## src/rtl/alu_fwd_sel.sv

```systemverilog
// Operand-forwarding select for a two-deep EX result history, with load-use stall detection.
// Define FWD_STAGE2_EN to enable the older (stage-2) forwarding entry; otherwise only stage 1 forwards.
module alu_fwd_sel (
    input  logic        clk,
    input  logic        rst,
    input  logic        res_valid,
    input  logic [2:0]  res_reg,
    input  logic [15:0] res_data,
    input  logic        res_is_ld,
    input  logic        hold,
    input  logic        flush,
    input  logic [2:0]  srcA_reg,
    input  logic [2:0]  srcB_reg,
    input  logic        srcA_use,
    input  logic        srcB_use,
    input  logic [2:0]  imm_selB,
    output logic [1:0]  selA,
    output logic [2:0]  selB,
    output logic [15:0] fwd1_data,
    output logic [15:0] fwd2_data,
    output logic        ld_stall
);

    logic        h1_vld_q, h1_vld_d;
    logic [2:0]  h1_reg_q, h1_reg_d;
    logic [15:0] h1_data_q, h1_data_d;
    logic        h1_ld_q, h1_ld_d;

    logic h1_hit_a, h1_hit_b, h2_hit_a, h2_hit_b;
    logic stall_a, stall_b;

    // Stage 1: newest result; flush squashes it even while the pipe is held
    always_comb begin
        h1_vld_d  = h1_vld_q;
        h1_reg_d  = h1_reg_q;
        h1_data_d = h1_data_q;
        h1_ld_d   = h1_ld_q;
        if (!hold) begin
            h1_vld_d  = res_valid;
            h1_reg_d  = res_reg;
            h1_data_d = res_data;
            h1_ld_d   = res_is_ld;
        end
        if (flush) begin
            h1_vld_d = 1'b0;
        end
    end

    always_ff @(posedge clk) begin
        if (rst) begin
            h1_vld_q  <= 1'b0;
            h1_reg_q  <= 3'd0;
            h1_data_q <= 16'h0000;
            h1_ld_q   <= 1'b0;
        end else begin
            h1_vld_q  <= h1_vld_d;
            h1_reg_q  <= h1_reg_d;
            h1_data_q <= h1_data_d;
            h1_ld_q   <= h1_ld_d;
        end
    end

    assign fwd1_data = h1_data_q;

`ifdef FWD_STAGE2_EN
    logic        h2_vld_q, h2_vld_d;
    logic [2:0]  h2_reg_q, h2_reg_d;
    logic [15:0] h2_data_q, h2_data_d;

    // Stage 2: a load in stage 1 picks up its returned data as it shifts down
    always_comb begin
        h2_vld_d  = h2_vld_q;
        h2_reg_d  = h2_reg_q;
        h2_data_d = h2_data_q;
        if (!hold) begin
            h2_vld_d  = h1_vld_q;
            h2_reg_d  = h1_reg_q;
            h2_data_d = h1_ld_q ? res_data : h1_data_q;
        end
    end

    always_ff @(posedge clk) begin
        if (rst) begin
            h2_vld_q  <= 1'b0;
            h2_reg_q  <= 3'd0;
            h2_data_q <= 16'h0000;
        end else begin
            h2_vld_q  <= h2_vld_d;
            h2_reg_q  <= h2_reg_d;
            h2_data_q <= h2_data_d;
        end
    end

    assign h2_hit_a  = h2_vld_q && (h2_reg_q == srcA_reg) && srcA_use;
    assign h2_hit_b  = h2_vld_q && (h2_reg_q == srcB_reg) && srcB_use;
    assign fwd2_data = h2_data_q;
`else
    assign h2_hit_a  = 1'b0;
    assign h2_hit_b  = 1'b0;
    assign fwd2_data = 16'h0000;
`endif

    assign h1_hit_a = h1_vld_q && (h1_reg_q == srcA_reg) && srcA_use;
    assign h1_hit_b = h1_vld_q && (h1_reg_q == srcB_reg) && srcB_use;

    // Immediate B operands never need the loaded value, so they cannot stall
    assign stall_a  = h1_hit_a && h1_ld_q;
    assign stall_b  = h1_hit_b && h1_ld_q && (imm_selB == 3'b000);
    assign ld_stall = stall_a || stall_b;

    always_comb begin
        selA = 2'b00;
        if (stall_a) begin
            selA = 2'b00;
        end else if (h1_hit_a) begin
            selA = 2'b01;
        end else if (h2_hit_a) begin
            selA = 2'b10;
        end
    end

    always_comb begin
        selB = 3'b000;
        if (imm_selB != 3'b000) begin
            selB = imm_selB;
        end else if (stall_b) begin
            selB = 3'b000;
        end else if (h1_hit_b) begin
            selB = 3'b001;
        end else if (h2_hit_b) begin
            selB = 3'b010;
        end
    end

endmodule

```

## config.mk

```make
export PLATFORM = sky130hd
export DESIGN_NAME = alu_fwd_sel
export DESIGN_NICKNAME = d
export VERILOG_FILES = /design/src/rtl/alu_fwd_sel.sv
export SDC_FILE = /design/constraint.sdc
export NUM_CORES = 1
export LEC_CHECK = 0
export ABC_AREA = 1
export CORE_UTILIZATION = 38
export DETAILED_ROUTE_END_ITERATION = 8
export PLACE_DENSITY_LB_ADDON = 0.08
export SLEW_MARGIN = 10
export SYNTH_ARGS = -nofsm -noshare
export SYNTH_HDL_FRONTEND = slang
export SYNTH_SLANG_ARGS = --single-unit
export TNS_END_PERCENT = 30
```

## constraint.sdc

```tcl
create_clock -name clk -period 2.7 [get_ports clk]
set_input_delay 0.675 -clock clk [delete_from_list [all_inputs] [get_ports clk]]
set_output_delay 0.675 -clock clk [all_outputs]
set_load 0.01 [all_outputs]
```

==> impl_metrics.csv, run 1 <==
group,metric,value,unit
final_layout,postLayoutCoreUtil,57.94,%
final_layout,layout.cells.non_filler,230,
critical_path,crit_required,2.03,ns
pwr,ir_worst_vdd,341.8,uV
critical_path,critical_path_class,"in2out",
final_layout,fin_nets,236,
timing,max_freq,0.3927,GHz
route,avgRoutedWirePerCell,9.987,um
synthesis,ys_top_cells_by_area,"dfxtp_1, nand2_1, buf_4",
timing,setup_viol,0,
clocking,htree_levels,1,
route,first_pass_iters,5,
grt,first_global_vias,928,
clocking,cts_max_path_buffers,2,
route,wirelength,2297,um
timing,period_share,94.31,%
floorplanning,die_w,56.29,um
clocking,hold_buffers,0,
place,routabilityCongestion,0.8259,
timing,slew_viol_final,0,
grt,grt_max_degree,27,
floorplanning,ioPinCount,74,
clocking,cts_root_buffer,"clkbuf_4",
run,cap_violations,0,
final_layout,drive_gt1_share,11.56,%
floorplanning,core-area,2781,sq um
grt,overflow,0,
clocking,worst_skew_pair.late_latency,0.30,ns
floorplanning,die_h,56.29,um
hold_path,hold_path.class,"reg2reg",
route,ant_nets,0,
timing,hold_violations,0,
timing,rsz0062_at_grt,"false",
critical_path,cp-end-kind,"output port",
grt,antenna_found_initial,0,
place,dpl.cell_count,226,
synthesis,avgSynthCellArea,7.670,sq um
route,vias_per_cell,4.517,
pwr,leakage,0.6886,nW
synthesis,synth_largest_area_cell,"dfxtp_1",
grt,grt_pass1_wl,3836,um
final_layout,diodes,0,
grt,grt_use_total,15.15,%
critical_path,cp.arrival,1.87,ns
timing,clock_skew,0,ns
final_layout,syn2layout_area_growth,43.91,%
timing,period_minus_slack,2.546,ns
synthesis,syn_area,1120,sq um
floorplanning,start_util,40.26,%
floorplanning,die_area,3168,sq um
synthesis,synthCells,146,
clocking,tritoncts.num_buffers,3,
place,hpwl,1786,um
critical_path,reg2reg_depth,2,
clocking,cts_tree,"yes",
route,drc,0,
clocking,cts_resized,3,
critical_path,worst-r2r-setup-slack,2.00,ns
synthesis,yosysWarningCount,0,
pwr,power_density,400.5,nW/um^2
clocking,clk_pin_slew,0.11,ns
place,portBuffers,56,
floorplanning,rows,19,
clocking,cts_sinks,21,
critical_path,crit_fanout,2,
route,drt_iter0_markers,41,
critical_path,startpoint_type,"input port",
synthesis,synth.distinct_cells,21,
synthesis,ys_ff_latch,21,
route,vias,1039,
clocking,post-cts-setup-buffer-count,0,
synthesis,yosysTopAreaCellShare,37.54,%
outcome,status,"complete, no violations",
synthesis,yosysSeqAreaShare,37.54,%
hold_path,whs_path_depth,2,
==> layout make-up <==
cell class,count,area [sq um]
clock buffers,4,26.28
multi-input cells,106,509.2
flip-flops and latches,21,420.4
well taps,31,38.79
fillers,269,1170
repair buffers,58,571.8
inverters,10,45.04
==> sequential cells by signal (all words and copies together), names as in the netlist <==
name	count
h1_ld_q	1
fwd1_data	16
h1_vld_q	1
h1_reg_q	3
==> layout by cell type, fill, tap and decap left out, drive strengths merged, types with 3 or more instances in the layout <==
master         instances
dfxtp                 21
nor2                  13
clkbuf                 4
conb                  17
dlygate4sd2            3
a211oi                 4
inv                   10
nand2                 49
a21oi                 16
clkdlybuf4s50         53
==> path summary, 6_finish.rpt <==
path / startpoint / to
max: srcB_reg[2] / ld_stall
min: fwd1_data[1] / fwd1_data[1]
max reg2reg: h1_ld_q / h1_ld_q
min reg2reg: fwd1_data[1] / fwd1_data[1]
==> worst max-delay path, cell delays in order <==
cell and delay [ns]:
clkdlybuf4s50_1 0.48, inv_1 0.04, nand2_1 0.05, nand2_1 0.05, nor2_1 0.14, nand4_1 0.10
nand2_1 0.07, dlygate4sd2_1 0.26
==> per-layer routing <==
metal,global-route usage (%),part of all wire [%]
met5,0,0
met4,7.317,1.6
met3,2.995,7.7
met2,26.70,51
met1,17.44,40
==> power breakdown <==
part / switching, mW / internal (mW) / total (mW)
clock network: 0.0879 / 0.0576 / 0.145
logic: 0.0717 / 0.0904 / 0.162
registers: 0.0102 / 0.328 / 0.338
total: 0.170 / 0.476 / 0.645
==> cells in the mapped netlist <==
master and count:
a21oi_2 6, nor3_1 1, buf_8 2, buf_6 1
nand2_1 43, o21ai_0 1, dfxtp_1 21, a211oi_2 4
buf_4 17, nor2_1 13, conb_1 1, nand3_1 2
inv_1 9, buf_12 1, inv_8 1, nand4_1 2
buf_2 1, clkbuf_1 3, a21oi_1 10, nand2_2 6
nor4_2 1
==> stage by stage <==
step           hold WS [ns]  setup slack, ns  power (mW)  setup TNS (ns)  area (sq um)
2_1_floorplan        0.4856           0.9040      0.4436               0          1180
3_3_place_gp         0.4518         -0.06291      0.5058         -0.1778          1589
3_5_place_dp         0.4546          -0.1218      0.5093         -0.2849          1589
4_1_cts              0.4715           0.1413      0.6562               0          1612
5_1_grt              0.4870          0.04309      0.6858               0          1612
6_report             0.4718           0.1535      0.6454               0          1612
==> logic make-up (layout without fill, tap and decap cells) <==
kind of cell    Yosys count  count (layout)  synth area share [%]
compound gates           21              21                 14.08
simple gates             68              68                 25.70
flops                    21              21                 37.54
other cells               1              17                0.3349
buf+inv                  35              72                 22.35
Power figures use the tool's default switching activity.
==> run 2, diff against run 1 <==
- CELL_PAD_IN_SITES_DETAIL_PLACEMENT: not set -> 1
- CELL_PAD_IN_SITES_GLOBAL_PLACEMENT: not set -> 2
- CORE_UTILIZATION: 38 -> 19
- TNS_END_PERCENT: 30 -> not set
==> run 2 against run 1 <==
  * Register-to-register slack worse by 0.02 ns
  * First-iteration DRC count down 29%
  * Final cell count up 18%
  * Critical endpoint is now selB[0]
==> impl_metrics.csv, run 2 (same netlist as run 1, synthesis figures left out) <==
group,metric,value,unit
clocking,htree_levels,1,
final_layout,largest_register_ffs,16,
clocking,post-cts-setup-buffer-count,0,
clocking,clk_pin_slew,0.07,ns
timing,hold_violations,0,
critical_path,worst-r2r-setup-slack,1.98,ns
clocking,cts_max_path_buffers,2,
timing,whs,0.4664,ns
grt,overflow,0,
final_layout,mostFrequentLayoutCells,"clkdlybuf4s50_1, nand2_1, dfxtp_1, conb_1",
floorplanning,rows,27,
critical_path,crit_fanout,2,
grt,first_global_vias,1069,
timing,period_minus_slack,2.507,ns
outcome,status,"complete, no violations",
critical_path,cp.arrival,1.83,ns
place,dpl_worst_slack,-0.1322,ns
route,vias,1053,
grt,grt_pass1_wl,4892,um
timing,period_share,92.84,%
floorplanning,die_area,6205,sq um
final_layout,fillers,691,
timing,setup_tns,0,ns
critical_path,critical_path_class,"in2out",
clocking,hold_buffers,0,
place,hpwl,2292,um
floorplanning,start_util,19.97,%
floorplanning,die_w,78.77,um
route,first_pass_iters,3,
timing,setup_viol,0,
final_layout,layout.cells.most_common,"clkdlybuf4s50_1",
run,cap_violations,0,
final_layout,fin_nets,236,
critical_path,startpoint_type,"input port",
route,ant_nets,0,
critical_path,r2r_end,"h1_ld_q",
route,wirelength,3028,um
final_layout,seqCellArea,420.4,sq um
pwr,leakage,0.6975,nW
hold_path,hp-start,"fwd1_data[10]",
critical_path,timing.rr.start,"h1_ld_q",
critical_path,crit_required,2.03,ns
route,vias_per_cell,3.886,
clocking,worst_skew_pair.late_latency,0.25,ns
timing,worst_slack,0.1934,ns
route,drt_iter0_markers,29,
route,drc,0,
critical_path,reg2reg_depth,2,
route,avgRoutedWirePerCell,11.17,um
timing,slew_viol_final,0,
hold_path,whs_path_depth,2,
clocking,cts_tree,"yes",
grt,grt_max_degree,27,
pwr,power,713.5,uW
timing,rsz0062_at_grt,"false",
final_layout,drive_gt1_share,13.57,%
clocking,tritoncts.num_buffers,3,
pwr,power_density,421.2,nW/um^2
hold_path,min_to,"fwd1_data[10]",
clocking,cts_root_buffer,"clkbuf_8",
floorplanning,die_h,78.77,um
clocking,cts_sinks,21,
pwr,ir_worst_vdd,128.4,uV
critical_path,cp-end-kind,"output port",
grt,antenna_found_initial,0,
place,portBuffers,56,
floorplanning,core-area,5608,sq um
floorplanning,ioPinCount,74,
place,routabilityCongestion,0.7339,
grt,grt_use_total,9.973,%
hold_path,hold_path.class,"reg2reg",
final_layout,multi_input_area,521.8,sq um
timing,max_freq,0.3990,GHz
timing,clock_skew,0,ns
final_layout,diodes,0,
final_layout,syn2layout_area_growth,51.28,%
==> run 2: cell counts in the layout (fill, tap and decap cells not counted) <==
Identical to the previous run, type by type.
==> run 2: per-layer routing <==
layer,part of all wire (%),vias up,routed length (um),track usage (%)
met3,9.1,4,276,3.448
met4,1.1,0,32,3.333
met5,0,-,0,0
li1,-,529,-,-
met1,45,470,1361,11.95
met2,45,50,1358,16.52
==> run 2: worst max-delay path, stage by stage <==
cell	delay (ns)
clkdlybuf4s50_1	0.48
inv_1	0.04
nand2_1	0.05
nand2_1	0.06
nor2_2	0.12
nand4_1	0.09
nand2_1	0.06
dlygate4sd2_1	0.25
==> run 2: metrics by stage <==
| stage | utilization [%] | instances | cell area, sq um |
|---|---|---|---|
| 2_1_floorplan | - | 162 | 1180 |
| 3_3_place_gp | 29.25 | 267 | 1640 |
| 3_5_place_dp | 29.25 | 267 | 1640 |
| 4_1_cts | 30.21 | 271 | 1694 |
| 5_1_grt | 30.21 | 271 | 1694 |
| 6_report | 30.21 | 271 | 1694 |
==> run 2: layout make-up <==
type | count | share of cell area (%)
Inverter | 10 | 2.659
Timing Repair Buffer | 58 | 33.75
Tap cell | 72 | 5.318
Sequential cell | 21 | 24.82
Multi-Input combinational cell | 106 | 30.80
Clock buffer | 4 | 2.659
==> run 2: worst max-delay path by stage <==
stage	startpoint	endpoint	slack, ns	depth (start not counted)
2_1_floorplan	srcA_reg[1]	selA[0]	0.90	5
3_3_place_gp	srcB_reg[0]	ld_stall	-0.12	8
3_5_place_dp	srcB_reg[0]	selB[0]	-0.13	8
4_1_cts	srcB_reg[0]	selB[0]	0.17	8
5_1_grt	srcB_reg[2]	selB[0]	0.05	8
6_report	srcB_reg[2]	selB[0]	0.19	8
==> run 2: timing repair <==
action | CTS | global route
hold endpoints to repair | 0 | 0
setup endpoints to repair | 3 | 0
resized for setup | 7 | 0
==> run 2: report_power, final <==
group	internal [mW]	switching (mW)	total (mW)
clock	0.105	0.103	0.208
combinational	0.0912	0.0768	0.168
sequential	0.327	0.0105	0.338
